$ cat config.mk
export PLATFORM = sky130hd
export DESIGN_NAME = sb_rx_deframer_flat
export DESIGN_NICKNAME = d
export VERILOG_FILES = /design/src/rtl/sb_rx_deframer_if.sv /design/src/rtl/sb_rx_deframer.sv /design/src/flat_wrapper.sv
export SDC_FILE = /design/constraint.sdc
export NUM_CORES = 1
export LEC_CHECK = 0
export ABC_AREA = 1
export CORE_MARGIN = 2
export CORE_UTILIZATION = 53
export CTS_CLUSTER_SIZE = 14
export DETAILED_ROUTE_END_ITERATION = 8
export GPL_TIMING_DRIVEN = 0
export PLACE_DENSITY = 0.72
export SYNTH_ARGS = -nofsm -noshare
export SYNTH_HDL_FRONTEND = slang
export SYNTH_SLANG_ARGS = --single-unit
$ cat constraint.sdc
create_clock -name sb_clk -period 1.8 [get_ports sb_clk]
set_input_delay 0.36 -clock sb_clk [delete_from_list [all_inputs] [get_ports sb_clk]]
set_output_delay 0.36 -clock sb_clk [all_outputs]
set_load 0.01 [all_outputs]
$ cat src/rtl/sb_rx_deframer_if.sv
// Sideband receive deframer port bundle.
// Serial line in, decoded byte stream and frame markers out.
interface sb_rx_deframer_if;
  logic       sbrx;
  logic [7:0] rx_data;
  logic       rx_valid;
  logic       rx_sof;
  logic       rx_eof;
  logic       rx_err;
  logic [1:0] err_code;
  logic       busy;

  modport master (
    input  sbrx,
    output rx_data,
    output rx_valid,
    output rx_sof,
    output rx_eof,
    output rx_err,
    output err_code,
    output busy
  );

  modport slave (
    output sbrx,
    input  rx_data,
    input  rx_valid,
    input  rx_sof,
    input  rx_eof,
    input  rx_err,
    input  err_code,
    input  busy
  );
endinterface

$ cat src/rtl/sb_rx_deframer.sv
// USB4 sideband receive deframer: UART symbol recovery,
// DLE/ETX framing removal and DLE unstuffing.
module sb_rx_deframer #(
  parameter int MAX_LEN      = 32,
  parameter int TIMEOUT_BITS = 64
) (
  input logic              sb_clk,
  input logic              rst,
  sb_rx_deframer_if.master sb
);
  localparam int CW = $clog2(MAX_LEN + 1);
  localparam int TW = $clog2(TIMEOUT_BITS + 1);
  localparam logic [7:0] DLE = 8'hFE;
  localparam logic [7:0] ETX = 8'h40;
  localparam logic [CW-1:0] CMAX = CW'(MAX_LEN);
  localparam logic [TW-1:0] TLAST = TW'(TIMEOUT_BITS - 1);
  localparam logic [TW-1:0] TMAX = TW'(TIMEOUT_BITS);

  typedef enum logic [1:0] {
    B_IDLE, B_DATA, B_STOP, B_WAIT
  } bit_st_t;

  typedef enum logic [1:0] {
    HUNT, HDR, PAYLOAD, ESC
  } byte_st_t;

  logic          s1, s2;
  bit_st_t       bit_q, bit_d;
  logic [2:0]    bcnt;
  logic [7:0]    shreg;
  logic [7:0]    sym;
  logic          sym_vld, sym_ferr;
  byte_st_t      byte_q, byte_d;
  logic [CW-1:0] cnt_q, cnt_d;
  logic [TW-1:0] to_q;
  logic          start, to_run, tmo, perr;
  logic [7:0]    data_d;
  logic          vld_d, sof_d, eof_d, err_d;
  logic [1:0]    code_d;

  // two-flop synchronizer, idles high like the line
  always_ff @(posedge sb_clk or posedge rst) begin
    if (rst) begin
      s1 <= 1'b1;
      s2 <= 1'b1;
    end else begin
      s1 <= sb.sbrx;
      s2 <= s1;
    end
  end

  // bit layer state register
  always_ff @(posedge sb_clk or posedge rst) begin
    if (rst) bit_q <= B_IDLE;
    else     bit_q <= bit_d;
  end

  // bit layer next state: start, 8 data, stop, wait-high
  always_comb begin
    bit_d = bit_q;
    unique case (bit_q)
      B_IDLE: if (!s2) bit_d = B_DATA;
      B_DATA: if (bcnt == 3'd7) bit_d = B_STOP;
      B_STOP: bit_d = s2 ? B_IDLE : B_WAIT;
      B_WAIT: if (s2) bit_d = B_IDLE;
    endcase
  end

  // bit layer datapath: LSB-first shift, symbol hand-off
  always_ff @(posedge sb_clk or posedge rst) begin
    if (rst) begin
      bcnt     <= 3'd0;
      shreg    <= 8'h00;
      sym      <= 8'h00;
      sym_vld  <= 1'b0;
      sym_ferr <= 1'b0;
    end else begin
      sym_vld  <= 1'b0;
      sym_ferr <= 1'b0;
      unique case (bit_q)
        B_DATA: begin
          shreg <= {s2, shreg[7:1]};
          bcnt  <= bcnt + 3'd1;
        end
        B_STOP: begin
          sym      <= shreg;
          sym_vld  <= s2;
          sym_ferr <= ~s2;
        end
        default: bcnt <= 3'd0;
      endcase
    end
  end

  assign start  = (bit_q == B_IDLE) && !s2;
  assign to_run = (byte_q != HUNT) && (bit_q == B_IDLE) && s2;
  assign tmo    = to_run && (to_q == TLAST);

  // inter-symbol idle counter, saturating
  always_ff @(posedge sb_clk or posedge rst) begin
    if (rst)
      to_q <= '0;
    else if (start || byte_q == HUNT)
      to_q <= '0;
    else if (to_run && to_q != TMAX)
      to_q <= to_q + TW'(1);
  end

  // byte layer next state and output decode
  always_comb begin
    byte_d = byte_q;
    cnt_d  = cnt_q;
    data_d = sb.rx_data;
    vld_d  = 1'b0;
    sof_d  = 1'b0;
    eof_d  = 1'b0;
    err_d  = 1'b0;
    code_d = 2'd0;
    perr   = 1'b0;
    if (sym_vld) begin
      unique case (byte_q)
        HUNT: if (sym == DLE) byte_d = HDR;
        HDR: begin
          if (sym != DLE && sym != ETX) begin
            vld_d  = 1'b1;
            sof_d  = 1'b1;
            data_d = sym;
            cnt_d  = '0;
            byte_d = PAYLOAD;
          end else begin
            perr = 1'b1;
          end
        end
        PAYLOAD: begin
          if (sym == DLE) begin
            byte_d = ESC;
          end else if (cnt_q == CMAX) begin
            perr = 1'b1;
          end else begin
            vld_d  = 1'b1;
            data_d = sym;
            cnt_d  = cnt_q + CW'(1);
          end
        end
        ESC: begin
          if (sym == ETX) begin
            eof_d  = 1'b1;
            byte_d = HUNT;
          end else if (sym == DLE && cnt_q != CMAX) begin
            vld_d  = 1'b1;
            data_d = DLE;
            cnt_d  = cnt_q + CW'(1);
            byte_d = PAYLOAD;
          end else begin
            perr = 1'b1;
          end
        end
      endcase
    end
    if (sym_ferr || perr || tmo) begin
      byte_d = HUNT;
      vld_d  = 1'b0;
      sof_d  = 1'b0;
      eof_d  = 1'b0;
      err_d  = 1'b1;
      data_d = sb.rx_data;
      if (sym_ferr)  code_d = 2'd1;
      else if (perr) code_d = 2'd2;
      else           code_d = 2'd3;
    end
  end

  // byte layer state, count and registered outputs
  always_ff @(posedge sb_clk or posedge rst) begin
    if (rst) begin
      byte_q      <= HUNT;
      cnt_q       <= '0;
      sb.rx_data  <= 8'h00;
      sb.rx_valid <= 1'b0;
      sb.rx_sof   <= 1'b0;
      sb.rx_eof   <= 1'b0;
      sb.rx_err   <= 1'b0;
      sb.err_code <= 2'd0;
      sb.busy     <= 1'b0;
    end else begin
      byte_q      <= byte_d;
      cnt_q       <= cnt_d;
      sb.rx_data  <= data_d;
      sb.rx_valid <= vld_d;
      sb.rx_sof   <= sof_d;
      sb.rx_eof   <= eof_d;
      sb.rx_err   <= err_d;
      sb.err_code <= code_d;
      sb.busy     <= (byte_d != HUNT);
    end
  end
endmodule
$ cat src/flat_wrapper.sv
// flat-port wrapper written by rule: the top's interface ports become plain ports
module sb_rx_deframer_flat 
#(
  parameter int MAX_LEN      = 32,
  parameter int TIMEOUT_BITS = 64
)
  (sb_clk, rst, sb_sbrx, sb_rx_data, sb_rx_valid, sb_rx_sof, sb_rx_eof, sb_rx_err, sb_err_code, sb_busy);
  sb_rx_deframer_if sb_i ();
  input logic sb_clk;
  input logic rst;
  input wire logic [$bits(sb_i.sbrx)-1:0] sb_sbrx;
  output wire logic [$bits(sb_i.rx_data)-1:0] sb_rx_data;
  output wire logic [$bits(sb_i.rx_valid)-1:0] sb_rx_valid;
  output wire logic [$bits(sb_i.rx_sof)-1:0] sb_rx_sof;
  output wire logic [$bits(sb_i.rx_eof)-1:0] sb_rx_eof;
  output wire logic [$bits(sb_i.rx_err)-1:0] sb_rx_err;
  output wire logic [$bits(sb_i.err_code)-1:0] sb_err_code;
  output wire logic [$bits(sb_i.busy)-1:0] sb_busy;
  assign sb_i.sbrx = sb_sbrx;
  assign sb_rx_data = sb_i.rx_data;
  assign sb_rx_valid = sb_i.rx_valid;
  assign sb_rx_sof = sb_i.rx_sof;
  assign sb_rx_eof = sb_i.rx_eof;
  assign sb_rx_err = sb_i.rx_err;
  assign sb_err_code = sb_i.err_code;
  assign sb_busy = sb_i.busy;
  sb_rx_deframer #(.MAX_LEN(MAX_LEN), .TIMEOUT_BITS(TIMEOUT_BITS)) u_core (.sb_clk(sb_clk), .rst(rst), .sb(sb_i));
endmodule
==> metrics, run 1 <==
cell breakdown of the critical path=inv_2, ha_2, nand2_2, inv_1, nand3_1, nand3_2, nand2_2, nand3_2, nand2_2, buf_6, nand3_2, nand2_1, nand2_1; max cap viols=0; relative slew slack=0.667; vias in the first global route=between 1500 and 2000; number of diodes=0; initial core utilization=0.558; CTS clk-pin slew, worst paths=0.09 ns; Slew Viols, Final=0; area of the multi-input gates=approximately 0.0011 sq mm; post-synthesis register bit count=55; First DRT Iteration DRCs=117; FF-to-FF End=u_core.sb.rx_data[0]; CTS Hold Bufs=0; CTS tree=done; layout cell share with drive strength beyond 1=0.172; DIE WIDTH=75.2 microns; Worst R2R Path Depth=13; FILL cells=between 400 and 500; Detailed Place HPWL=roughly 3500 microns; register area share after synthesis=0.513; GRT Resource Usage Total=0.185; final setup violating endpoints=0; placed cells=403; GPL Wtd Cong=approximately 0.82; final net count=363; Cell Pwr Density=between 1000 and 1500 mW/mm^2; Worst Path Buf+Inv=3; crit-path max FO=11; clk sink count=55; Hold Crit Class=primary input to asynchronous set/reset pin; first-pass GRT wire length=approximately 8000 microns; Cells after Synth=318; critical path type=flop to flop; fmax=594 MHz; Final Hold Viols=0; first-pass iteration count of the detailed router=4; Netlist Area Pre-Place=~0.0027 sq mm; Lkg Pwr=0.00160 uW; H-tree depth=2; post-synth cell types=31; R2R Setup Slk=~0.12 ns; CP required=approximately 2.0 ns; Remaining DRCs=0; Worst-Skew Late Latency=around 0.30 ns; minimum clock period after layout=roughly 1.7 ns; wire length per cell=~11 microns; vias=~2000; die area=0.00566 sq mm; clock tree root driver cell=clkbuf_8; grt met2 use=0.302; Post-Syn Nets=between 300 and 400; grt ovf=0; clk buf depth=2; global routing's busiest layer=met2; Routed WL=4720 microns; Core Region=~0.0048 sq mm; met1 Use GR=0.248; average size of a mapped cell=8.46 sq um; status=complete, no violations; Die Y=about 75 microns; slowest stage cell, crit path=dfrtp_1; initial antenna violation count=0; FF-to-FF Start=u_core.cnt_q[0]; CP startpoint kind=flop; final worst-path cycle share=0.935; I/O Buffers=17; Yosys warnings=0; number of routed nets with antenna violations=0; Register Area=around 0.0014 sq mm; worst path arrival time=approximately 1.9 ns; delay-heaviest family, CP=simple AND/OR/NAND/NOR gates; I/O Pins=18; Worst Slack Setup Final=roughly 0.12 ns; Rows=25; CTS Buf Count=5; post-place setup slack=about 0.028 ns; worst stage delay on the critical path=~0.40 ns; vias per inst=4.88; Worst-Margin Slew=between 0.4 and 0.5 ns; largest net degree at the start of global routing=37; Worst Skew=0.00551 ns; Max VDD drop=0.944 mV; met3 global-route usage=0.0442; Crit. End Element=flop; Layout Cells excl Fill=between 400 and 500; Area Overhead vs Synth=17.4%
## cell usage in the layout (no fill, tap or decap)
master | Yosys | layout
buf_6 | 3 | 3
o21ai_1 | 1 | 1
ha_2 | 0 | 1
clkbuf_1 | 3 | 4
buf_2 | 1 | 1
a21o_1 | 1 | 1
dfstp_2 | 2 | 2
nand4_1 | 10 | 10
clkdlybuf4s50_1 | 0 | 17
nor3_2 | 1 | 1
clkbuf_8 | 0 | 7
nor2_2 | 4 | 4
nand3_1 | 11 | 11
nor3_4 | 1 | 1
nand3_4 | 1 | 1
xor2_1 | 5 | 5
a21oi_1 | 8 | 8
nor2_1 | 31 | 31
o21a_1 | 1 | 1
ha_1 | 6 | 5
nor2_4 | 4 | 4
inv_2 | 5 | 8
o31ai_1 | 1 | 1
nand2_4 | 1 | 1
a211oi_1 | 1 | 1
nor3_1 | 4 | 4
o21ai_0 | 22 | 22
nand2_2 | 6 | 8
or2_2 | 4 | 4
buf_12 | 0 | 1
nand3_2 | 3 | 4
clkinv_1 | 1 | 1
dfrtp_1 | 53 | 53
inv_1 | 40 | 37
buf_4 | 0 | 10
nand2_1 | 83 | 81
## worst max path at each step
stage | end | startpoint | slack [ns] | cells after the start
global placement | u_core.cnt_q[2] | rst | -0.85 | 2
CTS | u_core.sb.rx_data[5] | u_core.cnt_q[0] | 0.001 | 13
floorplan | u_core.bcnt[0] | rst | 0.10 | 1
detailed placement | u_core.sb.rx_data[5] | u_core.cnt_q[0] | 0.03 | 13
global route | u_core.sb.rx_eof | u_core.byte_q[1] | -0.007 | 8
finish | u_core.sb.rx_data[0] | u_core.cnt_q[0] | 0.12 | 13
## power by group
part           internal, uW  total (uW)  switching (uW)
sequential             1550        1770             216
combinational           455        1190             733
clock                   351         710             359
total                  2360        3670            1310
## repair_timing
item,4_1_cts,5_1_grt
resized for setup,0,5
buffers inserted,0,10
endpoints found under the setup margin,0,18
endpoints found under the hold margin,0,0
## flip-flops by register name, indices dropped and copies added (netlist names), 2 cells and up
register and flops:
u_core.shreg 8, u_core.bcnt 3, u_core.byte_q 2, u_core.sb.rx_data 8, u_core.sb.err_code 2, u_core.to_q 7
u_core.sym 8, u_core.bit_q 2, u_core.cnt_q 6
## layer usage
layer	routed length, microns	vias to the layer above
met4	48	0
met2	2230	25
met1	2310	959
met3	132	6
met5	0	-
li1	-	1071
## cells in the mapped netlist
| library cell | number | area [sq um] |
|---|---|---|
| o21a_1 | 1 | 7.51 |
| nand2_4 | 1 | 11.3 |
| nand2_1 | 83 | 312 |
| nor2_4 | 4 | 45.0 |
| a21o_1 | 1 | 7.51 |
| buf_2 | 1 | 5.00 |
| inv_2 | 5 | 18.8 |
| nand3_4 | 1 | 17.5 |
| nand3_2 | 3 | 30.0 |
| nand2_2 | 6 | 37.5 |
| nand4_1 | 10 | 62.6 |
| a21oi_1 | 8 | 40.0 |
| clkinv_1 | 1 | 3.75 |
| dfstp_2 | 2 | 52.6 |
| inv_1 | 40 | 150 |
| o31ai_1 | 1 | 7.51 |
| o21ai_0 | 22 | 110 |
| clkbuf_1 | 3 | 11.3 |
| ha_1 | 6 | 75.1 |
| o21ai_1 | 1 | 5.00 |
| nor2_1 | 31 | 116 |
| nor3_1 | 4 | 20.0 |
| xor2_1 | 5 | 43.8 |
| nand3_1 | 11 | 55.1 |
| nor3_4 | 1 | 16.3 |
| nor2_2 | 4 | 25.0 |
| dfrtp_1 | 53 | 1330 |
| or2_2 | 4 | 25.0 |
| buf_6 | 3 | 33.8 |
| nor3_2 | 1 | 10.0 |
| a211oi_1 | 1 | 7.51 |
## stage by stage
stage	TNS [ns]	power, uW	hold WS [ns]	utilization	cell area [sq um]
after floorplan	0	2620	0.345	-	2690
after global placement	-45.74	2930	0.346	0.611	2940
after detailed placement	0	2990	0.348	0.615	2960
after CTS	0	3710	0.361	0.636	3060
after global routing	-0.0127	4000	0.367	0.655	3160
final	0	3670	0.360	0.655	3160
## logic make-up (layout without fill, tap and decap cells)
group	Yosys count	after routing	synth area share
AO/OA/AOI/OAI	35	35	0.0689
XOR/XNOR	5	5	0.0163
adder cells (fa/ha/maj)	6	6	0.0279
buffers and inverters	53	89	0.0828
flip-flops	55	55	0.513
AND/OR/NAND/NOR	164	165	0.291
## worst reg2reg max path: stages, from the launching register on
cell	delay, ns
dfrtp_1	0.40
inv_2	0.06
ha_2	0.18
nand2_2	0.07
inv_1	0.04
nand3_1	0.08
nand3_2	0.09
nand2_2	0.09
nand3_2	0.07
nand2_2	0.10
buf_6	0.15
nand3_2	0.12
nand2_1	0.08
nand2_1	0.05
## cell type report
type / count / share of cell area
flip-flops and latches: 55 / 0.437
multi-input cells: 211 / 0.350
repair buffers: 28 / 0.0841
inverters: 46 / 0.0547
clock buffers: 8 / 0.0317
well taps: 67 / 0.0266
plain buffers: 7 / 0.0159
(Power assumes the default switching activity.)
==> run 2: changes to the inputs <==
==> constraint.sdc (replaced) <==
create_clock -name sb_clk -period 1.8 [get_ports sb_clk]
set_input_delay 0.36 -clock sb_clk [delete_from_list [all_inputs] [get_ports sb_clk]]
set_output_delay 0.36 -clock sb_clk [all_outputs]
set_load 0.02 [all_outputs]
==> results of run 2 <==
The final DEF is identical to that of run 1. Status: complete, no violations.
Main changes from that run: total power 3670 uW -> 3710 uW
==> run 3: changes to the inputs <==
Settings changed: CELL_PAD_IN_SITES_DETAIL_PLACEMENT set to 1, CELL_PAD_IN_SITES_GLOBAL_PLACEMENT set to 1, CORE_UTILIZATION 53 to 40, PLACE_DENSITY 0.72 to 0.71.
==> metrics, run 3 (synthesis gave the netlist of run 1 again) <==
vias in the first global route=2049 (+15%); most frequent cells in the layout=nand2_1 (81), dfrtp_1 (53), inv_1 (39); FILL cells=766 (+79%); CTS Hold Bufs=0 (unchanged); number of diodes=0 (unchanged); H-tree depth=2 (unchanged); worst stage delay on the critical path=0.39 ns (about the same); Worst Skew=0.0158 ns (+0.0103 ns); die area=0.00739 sq mm (+31%); minimum clock period after layout=1.69 ns (+0.00811 ns); Detailed Place HPWL=4200 microns (+19%); CP required=2.07 ns (+0.07 ns); clock tree root driver cell=clkbuf_8; cell breakdown of the critical path=inv_1, ha_1, nand2_2, inv_1, nand3_1, nand3_2, nand2_1, nand2_1, nor2_2, buf_6, buf_4, nand4_1, nand2_1; cell mode on critical path=nand2_1; most common cell after layout, fill and taps aside=nand2_1; I/O Pins=18 (unchanged); max cap viols=0 (unchanged); first-pass iteration count of the detailed router=4 (unchanged); GRT Resource Usage Total=0.163 (-0.0222); crit-path max FO=8 (-3); worst path arrival time=1.96 ns (+0.08 ns); layout cell share with drive strength beyond 1=0.157 (-0.0147); Rows=29 (+16%); delay-heaviest family, CP=simple AND/OR/NAND/NOR gates; vias per inst=4.79 (-1.9%); Slew Viols, Final=0 (unchanged); Crit. End Element=flop; CTS Buf Count=5 (unchanged); final worst-path cycle share=0.939 (+0.00451); wire length per cell=13.1 microns (+17%); Final Hold Viols=0 (unchanged); Routed WL=5610 microns (+19%); Hold Crit Class=flop to flop; Regs by FF count=u_core.sb.rx_data: 8 flops, u_core.shreg: 8 flops, u_core.sym: 8 flops; Remaining DRCs=0 (unchanged); GPL Wtd Cong=0.806 (-1.8%); final setup violating endpoints=0 (unchanged); number of routed nets with antenna violations=0 (unchanged); Worst-Skew Late Latency=0.32 ns (+0.02 ns); unrepaired setup endpoints after global routing=true; Max VDD drop=about 0.58 mV; post-place setup slack=0.0598 ns (+0.0316 ns); status=complete, no violations; final net count=358 (-1.4%); relative slew slack=0.605 (-0.0615); clk sink count=55 (unchanged); initial antenna violation count=0 (unchanged); Worst Slack Setup Final=0.109 ns (-0.00811 ns); first-pass GRT wire length=9560 microns (+19%); Worst-Margin Slew=0.591 ns (+0.0947 ns); Die Y=86.0 microns (+14%); grt ovf=0 (unchanged); Worst Path Buf+Inv=4 (+1); Lkg Pwr=0.00159 uW (-0.59%); Cell Pwr Density=about 1200 mW/mm^2; worst hold slack=0.361 ns (+0.00152 ns); slowest stage cell, crit path=dfrtp_1; initial core utilization=0.419 (-0.140); clk buf depth=2 (unchanged); Core Region=0.00642 sq mm (+33%); CTS tree=done; vias=2045 (-0.78%); CTS clk-pin slew, worst paths=0.11 ns (+0.02 ns); First DRT Iteration DRCs=49 (-58%); critical path type=flop to flop; fmax=592 MHz (-0.48%); largest net degree at the start of global routing=30 (-19%); DIE WIDTH=86.0 microns (+14%); Area Overhead vs Synth=16.4%; CP startpoint kind=flop; I/O Buffers=17 (unchanged)
-- run 3: final cells by class --
type / count / area [sq um] / share of cell area
Buffer: 7 / 50.0 / 0.0160
Inverter: 46 / 173 / 0.0552
Timing Repair Buffer: 24 / 233 / 0.0744
Tap cell: 77 / 96.3 / 0.0308
Clock inverter: 2 / 16.3 / 0.00520
Clock buffer: 6 / 82.6 / 0.0264
Multi-Input combinational cell: 210 / 1100 / 0.351
Sequential cell: 55 / 1380 / 0.441
-- run 3: final timing paths --
check,startpoint,end,slack [ns],cells after the start
max,u_core.cnt_q[1],u_core.sb.rx_data[2],0.11,13
max reg2reg,u_core.cnt_q[1],u_core.sb.rx_data[2],0.11,13
max in group asynchronous,rst,u_core.s1,0.75,3
min,u_core.s1,u_core.s2,0.36,0
min reg2reg,u_core.s1,u_core.s2,0.36,0
min in group asynchronous,rst,u_core.to_q[1],0.42,2
-- run 3: power by group --
group	switching [uW]	internal, uW
Clock	417	315
Combinational	811	450
Sequential	224	1550
-- run 3: timing repair --
action / CTS / global route
buffers inserted: 0 / 5
resized for setup: 0 / 4
setup endpoints to repair: 0 / 17
endpoints found under the hold margin: 0 / 0
-- run 3: worst register-to-register path, stage by stage, from the launching register on --
cell and delay, ns:
dfrtp_1 0.39, inv_1 0.08, ha_1 0.19, nand2_2 0.07, inv_1 0.04, nand3_1 0.08, nand3_2 0.09, nand2_1 0.07
nand2_1 0.06, nor2_2 0.12, buf_6 0.15, buf_4 0.12, nand4_1 0.10, nand2_1 0.09
-- run 3: through the flow --
step                 util  total power, uW  setup TNS [ns]  instances  area (sq um)
global placement    0.460             3020          -52.17        412          2960
detailed placement  0.463             3080               0        413          2980
global route        0.487             4100          -0.198        427          3130
floorplan               -             2660               0        318          2690
CTS                 0.479             3830               0        421          3070
finish              0.487             3770               0        427          3130
-- run 3: per-layer routing --
layer  global-route usage  up-vias  wire length (microns)
met5                    0        -                      0
met4               0.0476        0                     71
met3               0.0327        7                    141
met2                0.258       19                   2590
met1                0.227      966                   2800
li1                     -     1053                      -
